### config.mk
export PLATFORM = sky130hd
export DESIGN_NAME = program_loader
export DESIGN_NICKNAME = d
export VERILOG_FILES = /design/src/rtl/program_loader.sv
export SDC_FILE = /design/constraint.sdc
export NUM_CORES = 1
export LEC_CHECK = 0
export CORE_MARGIN = 2
export CORE_UTILIZATION = 50
export CTS_CLUSTER_SIZE = 24
export DETAILED_ROUTE_END_ITERATION = 16
export GPL_ROUTABILITY_DRIVEN = 0
export PLACE_DENSITY = 0.79
export SLEW_MARGIN = 10
export SYNTH_ARGS = -nofsm -noshare
export SYNTH_HDL_FRONTEND = slang
export SYNTH_SLANG_ARGS = --single-unit
export TNS_END_PERCENT = 1
### constraint.sdc
create_clock -name clk -period 4.7 [get_ports clk]
set_input_delay 0.94 -clock clk [delete_from_list [all_inputs] [get_ports clk]]
set_output_delay 0.94 -clock clk [all_outputs]
set_load 0.05 [all_outputs]
### src/rtl/program_loader.sv
// Loads a framed byte stream (SYNC, LEN, LEN x {hi,lo}, CSUM) into the CPU's
// 256 x 16-bit instruction memory, holding the CPU while the image is loading or bad.
module program_loader #(
    parameter logic [7:0] SYNC_BYTE = 8'hA5
) (
    input  logic        clk,
    input  logic        reset,
    input  logic        rx_valid,
    input  logic [7:0]  rx_data,
    output logic        rx_ready,
    output logic        imem_we,
    output logic [7:0]  imem_addr,
    output logic [15:0] imem_wdata,
    output logic        cpu_hold,
    output logic        load_done,
    output logic        load_error
);

    localparam logic [2:0] S_IDLE  = 3'd0;
    localparam logic [2:0] S_LEN   = 3'd1;
    localparam logic [2:0] S_HI    = 3'd2;
    localparam logic [2:0] S_LO    = 3'd3;
    localparam logic [2:0] S_WRITE = 3'd4;
    localparam logic [2:0] S_CSUM  = 3'd5;

    logic [2:0] state;
    logic [7:0] sum;
    logic [7:0] sum_next;
    logic [7:0] hi_byte;
    logic [8:0] count;
    logic       take;

    // The write cycle owns the memory port, so no byte is consumed during it.
    assign rx_ready = (state != S_WRITE);
    assign take     = rx_valid && rx_ready;
    assign sum_next = sum + rx_data;

    always_ff @(posedge clk) begin
        if (reset) begin
            state      <= S_IDLE;
            imem_we    <= 1'b0;
            imem_addr  <= 8'h00;
            imem_wdata <= 16'h0000;
            cpu_hold   <= 1'b0;
            load_done  <= 1'b0;
            load_error <= 1'b0;
            sum        <= 8'h00;
            count      <= 9'd0;
        end else begin
            load_done <= 1'b0;
            imem_we   <= 1'b0;
            case (state)
                S_IDLE: begin
                    if (take && rx_data == SYNC_BYTE) begin
                        state      <= S_LEN;
                        cpu_hold   <= 1'b1;
                        load_error <= 1'b0;
                    end
                end
                S_LEN: begin
                    if (take) begin
                        // LEN of zero encodes a full 256-word image.
                        count     <= (rx_data == 8'h00) ? 9'd256 : {1'b0, rx_data};
                        sum       <= rx_data;
                        imem_addr <= 8'h00;
                        state     <= S_HI;
                    end
                end
                S_HI: begin
                    if (take) begin
                        sum   <= sum_next;
                        state <= S_LO;
                    end
                end
                S_LO: begin
                    if (take) begin
                        sum        <= sum_next;
                        imem_wdata <= {hi_byte, rx_data};
                        imem_we    <= 1'b1;
                        state      <= S_WRITE;
                    end
                end
                S_WRITE: begin
                    imem_addr <= imem_addr + 8'd1;
                    count     <= count - 9'd1;
                    state     <= (count == 9'd1) ? S_CSUM : S_HI;
                end
                S_CSUM: begin
                    if (take) begin
                        state <= S_IDLE;
                        if (sum_next == 8'h00) begin
                            load_done <= 1'b1;
                            cpu_hold  <= 1'b0;
                        end else begin
                            load_error <= 1'b1;
                        end
                    end
                end
                default: state <= S_IDLE;
            endcase
        end
    end

    // High byte staging register; only ever read after being loaded in S_HI.
    always_ff @(posedge clk) begin
        if (state == S_HI && take) begin
            hi_byte <= rx_data;
        end
    end

endmodule
Word-level counts from Yosys, hierarchy flattened
Cells that the tools add are included.

storage, ports and cells
  RAM bits = 0
  register bits = 56
  word-level logic and storage cells = 75
  memories = 0
  output and inout bits = 29
  bits in latches = 0
  memory bits (read-only) = 0

cells by class
  order comparisons = 0
  bitwise gates (word level) = 3
  reductions and logical operators = 18
  shift operators = 0
  multiplexer cells = 25
  equal/unequal tests = 16
  $mul = 0
  add/sub/neg operators = 3
  div/mod/pow operators = 0

operators with widths
  cell                                                  count
  one-hot mux 8 bit (2 select lines)                    2
  two-way mux 8 bit                                     3
  two-way mux 3 bit                                     6
  two-way mux 9 bit                                     2
  one-hot mux 3 bit (6 select lines)                    1
  one-hot mux 9 bit (2 select lines)                    1
  zero test 8 bit                                       2
  != test 2 bit (second input constant)                 7
  equality test 9 x 1 -> 1 bit (second input constant)  1
  subtractor 9 x 1 -> 9 bit (second input constant)     1
  adder 8 x 1 -> 8 bit (second input constant)          1
  adder 8 bit                                           1
  equality test 8 bit (second input constant)           1
  two-way mux 1 bit                                     8
  AND reduction 4 bit                                   2
  equality test 3 x 2 -> 1 bit (second input constant)  2
  equality test 3 bit (second input constant)           2
  nonzero test 2 bit                                    3
  AND reduction 5 bit                                   1
  one-hot mux 1 bit (2 select lines)                    2
  AND reduction 2 bit                                   2
  OR reduction 2 bit                                    2
  equality test 3 x 1 -> 1 bit (second input constant)  1
  logical AND 1 bit                                     3
  other kinds (6)                                       8

Depth between registers and ports, before layout
  depth after elaboration = 5
  depth in mapped cells = 7

Worst setup path before layout
OpenSTA, ideal clock, no wires.

  path kind = input port to flip-flop
  start = in rx_data[0]
  end = reg load_done
  slack = 1.976 ns
  arrival = 2.663 ns
  stages = 7
  path through = ha_1 fa_1 a211o_1 a21oi_2 o22ai_1 or3b_1 and4b_1

on the way
  cells in the longest elaborated chain, start to end = 3

RTL lines
  item                  RTL line  text
  start, declared       9         input logic [7:0] rx_data,
  adder 8 bit           36        assign sum_next = sum + rx_data;
  zero test 8 bit       91        if (sum_next == 8'h00) begin
  two-way mux 1 bit     91
  end signal, assigned  45        load_done <= 1'b0;
  end signal, assigned  50        load_done <= 1'b0;
  end signal, assigned  92        load_done <= 1'b1;
  end, declared         15        output logic load_done,

Every way passes these cells.
A chain may end at the register's enable or synchronous reset.

Worst setup path in the final report
  start = reg state[0]
  end = out rx_ready

on the way
  cells in the longest elaborated chain, start to end = 1

RTL lines
  item                    RTL line  text
  start, declared         26        logic [2:0] state;
  start signal, assigned  86        state <= (count == 9'd1) ? S_CSUM : S_HI;
  != test 3 bit           34        assign rx_ready = (state != S_WRITE);
  end, declared           10        output logic rx_ready,

Every way passes these cells.

==> impl_metrics.yaml <==
critical_path:
  r2r_start: "state[1]"
  worstPathRequired_ps: 3760
  r2r_end: "hi_byte[7]"
  worst-setup-path-type: "flip-flop to output port"
  cp_max_fo: 16
  worstPathCellList: "nor3b_2 -> buf_4 -> inv_2 -> clkdlybuf4s50_1"
  slowest_delay_ps: 830
  crit_family: "buffers and inverters"
  worstSetupEndpointType: "output port"
  cp.arrival_ps: 2310
  r2r_setup_slack_ps: 2340
  critPathSlowestCell: "clkdlybuf4s50_1"
  r2r_cells: 2
  cp.buffers_inverters: 3
  startpoint_type: "flip-flop"
clock_network:
  numCtsBuffers: 5
  clock-sinks: 56
  cts_resized: 0
  insertion_delay_ps: 320
  ctsHtreeMaxLevel: 2
  clkTransAtPathRegs_ps: 100
  cts-root-buf: "clkbuf_8"
  cts_setup_buffers: 0
  cts_buffer_depth: 2
  cts_hold_buffers: 0
  cts_tree: "done"
floorplan:
  dieHeight_microns: 79.5
  coreArea_sq_um: 5510
  dieArea_sq_um: 6320
  initial_utilization: 0.517
  io_pins: 40
  die_w_microns: 79.5
  std_cell_rows: 27
yosys:
  synth-edff-count: 8
  yosysUniqueCellTypes: 63
  synthTopCellsByArea: "dfxtp_1 34%, edfxtp_1 8.4%, nand2_1 7.5%"
  synth_top_area_share: 0.337
  syn-cell-area_sq_um: 2850
  synth_warnings: 0
  synthCells: 334
  synthFlopType: "dfxtp_1"
  ys_ff_latch: 56
  yosysTopAreaCell: "dfxtp_1"
  async_reset_ff_frac: 0
  ys_seq_area_frac: 0.422
  synthMostInstantiatedCell: "nand2_1"
  syn_nets: 356
  yosys-top-cells-count: "57 x nand2_1, 48 x dfxtp_1, 41 x a21oi_1"
  synth.avg_cell_area_sq_um: 8.53
layout:
  n_fill_cell: 478
  nNetsFinal: 386
  finalInstanceArea_sq_um: 3360
  area_growth_pct: 18.0
  drive_gt1_frac: 0.0603
  diodes: 0
timing:
  setup_slack_ps: 1450
  slew_headroom: 0.239
  setup_violations: 0
  rsz0062_at_grt: "no"
  period_share: 0.692
  worstMarginPinSlew_ps: 1140
  hold_viol_final: 0
  maxSlewViolCount: 0
  finClkSkew_ps: 8.46
  period_minus_slack_ps: 3250
  max_freq_ghz: 0.307
  setup_tns_ps: 0
grt:
  grt_pass1_wl_mm: 10.8
  grt_use_total: 0.215
  grt_overflow_total: 0
  first_global_vias: 2292
  grt_max_degree: 27
  antenna_found_initial: 0
power_and_ir_drop:
  power.total_mw: 1.19
  peakVddDrop_mv: 0.184
  power.leakage_nw: 1.12
  power_density_nw_per_um2: 353
routing:
  postRouteAntennaNets: 0
  vias_per_cell: 6.02
  num_vias: 2631
  drt_iter0_markers: 271
  drt_first_pass_iters: 4
  remaining_drc_errors: 0
  routedWlPerCell_microns: 15.0
  drt-total-wl_mm: 6.58
min_path:
  min_to: "imem_wdata[10]"
  hp-start: "imem_wdata[10]"
  min_path_cells: 2
  min_path_type: "flip-flop to flip-flop"
placement:
  place_ws_ps: 1230
  place_area_sq_um: 3260
  io_buffers: 39
  place_hpwl_mm: 4.66
flow_run:
  maxCapViolations: 0
outcome:
  outcome: "finished, final reports clean"
==> report_power, final <==
| part | leakage (nW) | switching (mW) | total [mW] | internal, mW |
|---|---|---|---|---|
| logic | 0.608 | 0.204 | 0.344 | 0.139 |
| clock network | 0.0516 | 0.160 | 0.281 | 0.121 |
| registers | 0.459 | 0.0398 | 0.561 | 0.522 |
==> cell usage in the layout, fill, tap and decap left out, types with 3 or more instances in the layout <==
cell type / count
nand2b_1: 6
o21a_1: 3
nor4_1: 3
ha_1: 10
dfxtp_1: 48
clkbuf_8: 6
clkdlybuf4s50_1: 39
and3b_1: 3
o21ai_0: 7
nand3_1: 8
nor2b_1: 4
a21oi_1: 41
inv_1: 3
o211ai_1: 6
nor3_1: 10
or3_1: 4
nand4_1: 4
a31oi_1: 4
a211oi_1: 6
nand2_1: 57
edfxtp_1: 8
nor2_1: 30
==> flip-flops by register name, indices dropped and copies added, names as in the netlist <==
| name | count |
|---|---|
| imem_wdata | 16 |
| count | 9 |
| hi_byte | 8 |
| imem_addr | 8 |
| sum | 8 |
| state | 3 |
| cpu_hold | 1 |
| imem_we | 1 |
| load_done | 1 |
| load_error | 1 |
==> worst reg2reg max path, delay by kind of cell (launching register included) <==
kind / cells / cell delay, ps
AND/OR/NAND/NOR: 2 / 1390
flip-flops: 1 / 580
==> worst max-delay path by stage <==
| stage | cells past startpoint | endpoint | startpoint |
|---|---|---|---|
| floorplan | 7 | load_done | rx_data[0] |
| global placement | 8 | load_error | rx_data[0] |
| detailed placement | 8 | load_error | rx_data[0] |
| CTS | 4 | rx_ready | state[0] |
| global route | 4 | rx_ready | state[0] |
| finish | 4 | rx_ready | state[0] |
==> layer usage <==
| layer | global-route usage | vias up | wire (microns) |
|---|---|---|---|
| met3 | 0.0430 | 15 | 484 |
| met5 | 0 | - | 0 |
| li1 | - | 1274 | - |
| met1 | 0.283 | 1214 | 2900 |
| met2 | 0.351 | 128 | 3040 |
| met4 | 0.0724 | 0 | 153 |
==> area by class of cell <==
cell class / instances / area, sq um / area share
Multi-Input combinational cell: 256 / 1550 / 0.462
Sequential cell: 56 / 1200 / 0.358
Timing Repair Buffer: 41 / 405 / 0.121
Tap cell: 72 / 90.1 / 0.0268
Clock buffer: 6 / 82.6 / 0.0246
Inverter: 4 / 15.0 / 0.00447
Clock inverter: 2 / 13.8 / 0.00410
==> logic make-up after synthesis <==
family | count (synthesis) | share of synthesized area
compound gates | 91 | 0.210
xor+xnor | 3 | 0.00923
fa+ha+maj | 11 | 0.0510
buf+inv | 22 | 0.0334
flops | 56 | 0.422
mux | 3 | 0.0114
simple gates | 148 | 0.263
==> per-stage QoR <==
stage,std cells,hold slack (ps),util
floorplan,334,436,-
global placement,429,442,0.593
finish,437,456,0.610
global route,437,483,0.610
detailed placement,429,446,0.593
CTS,437,460,0.610
(Power assumes the default switching activity.)
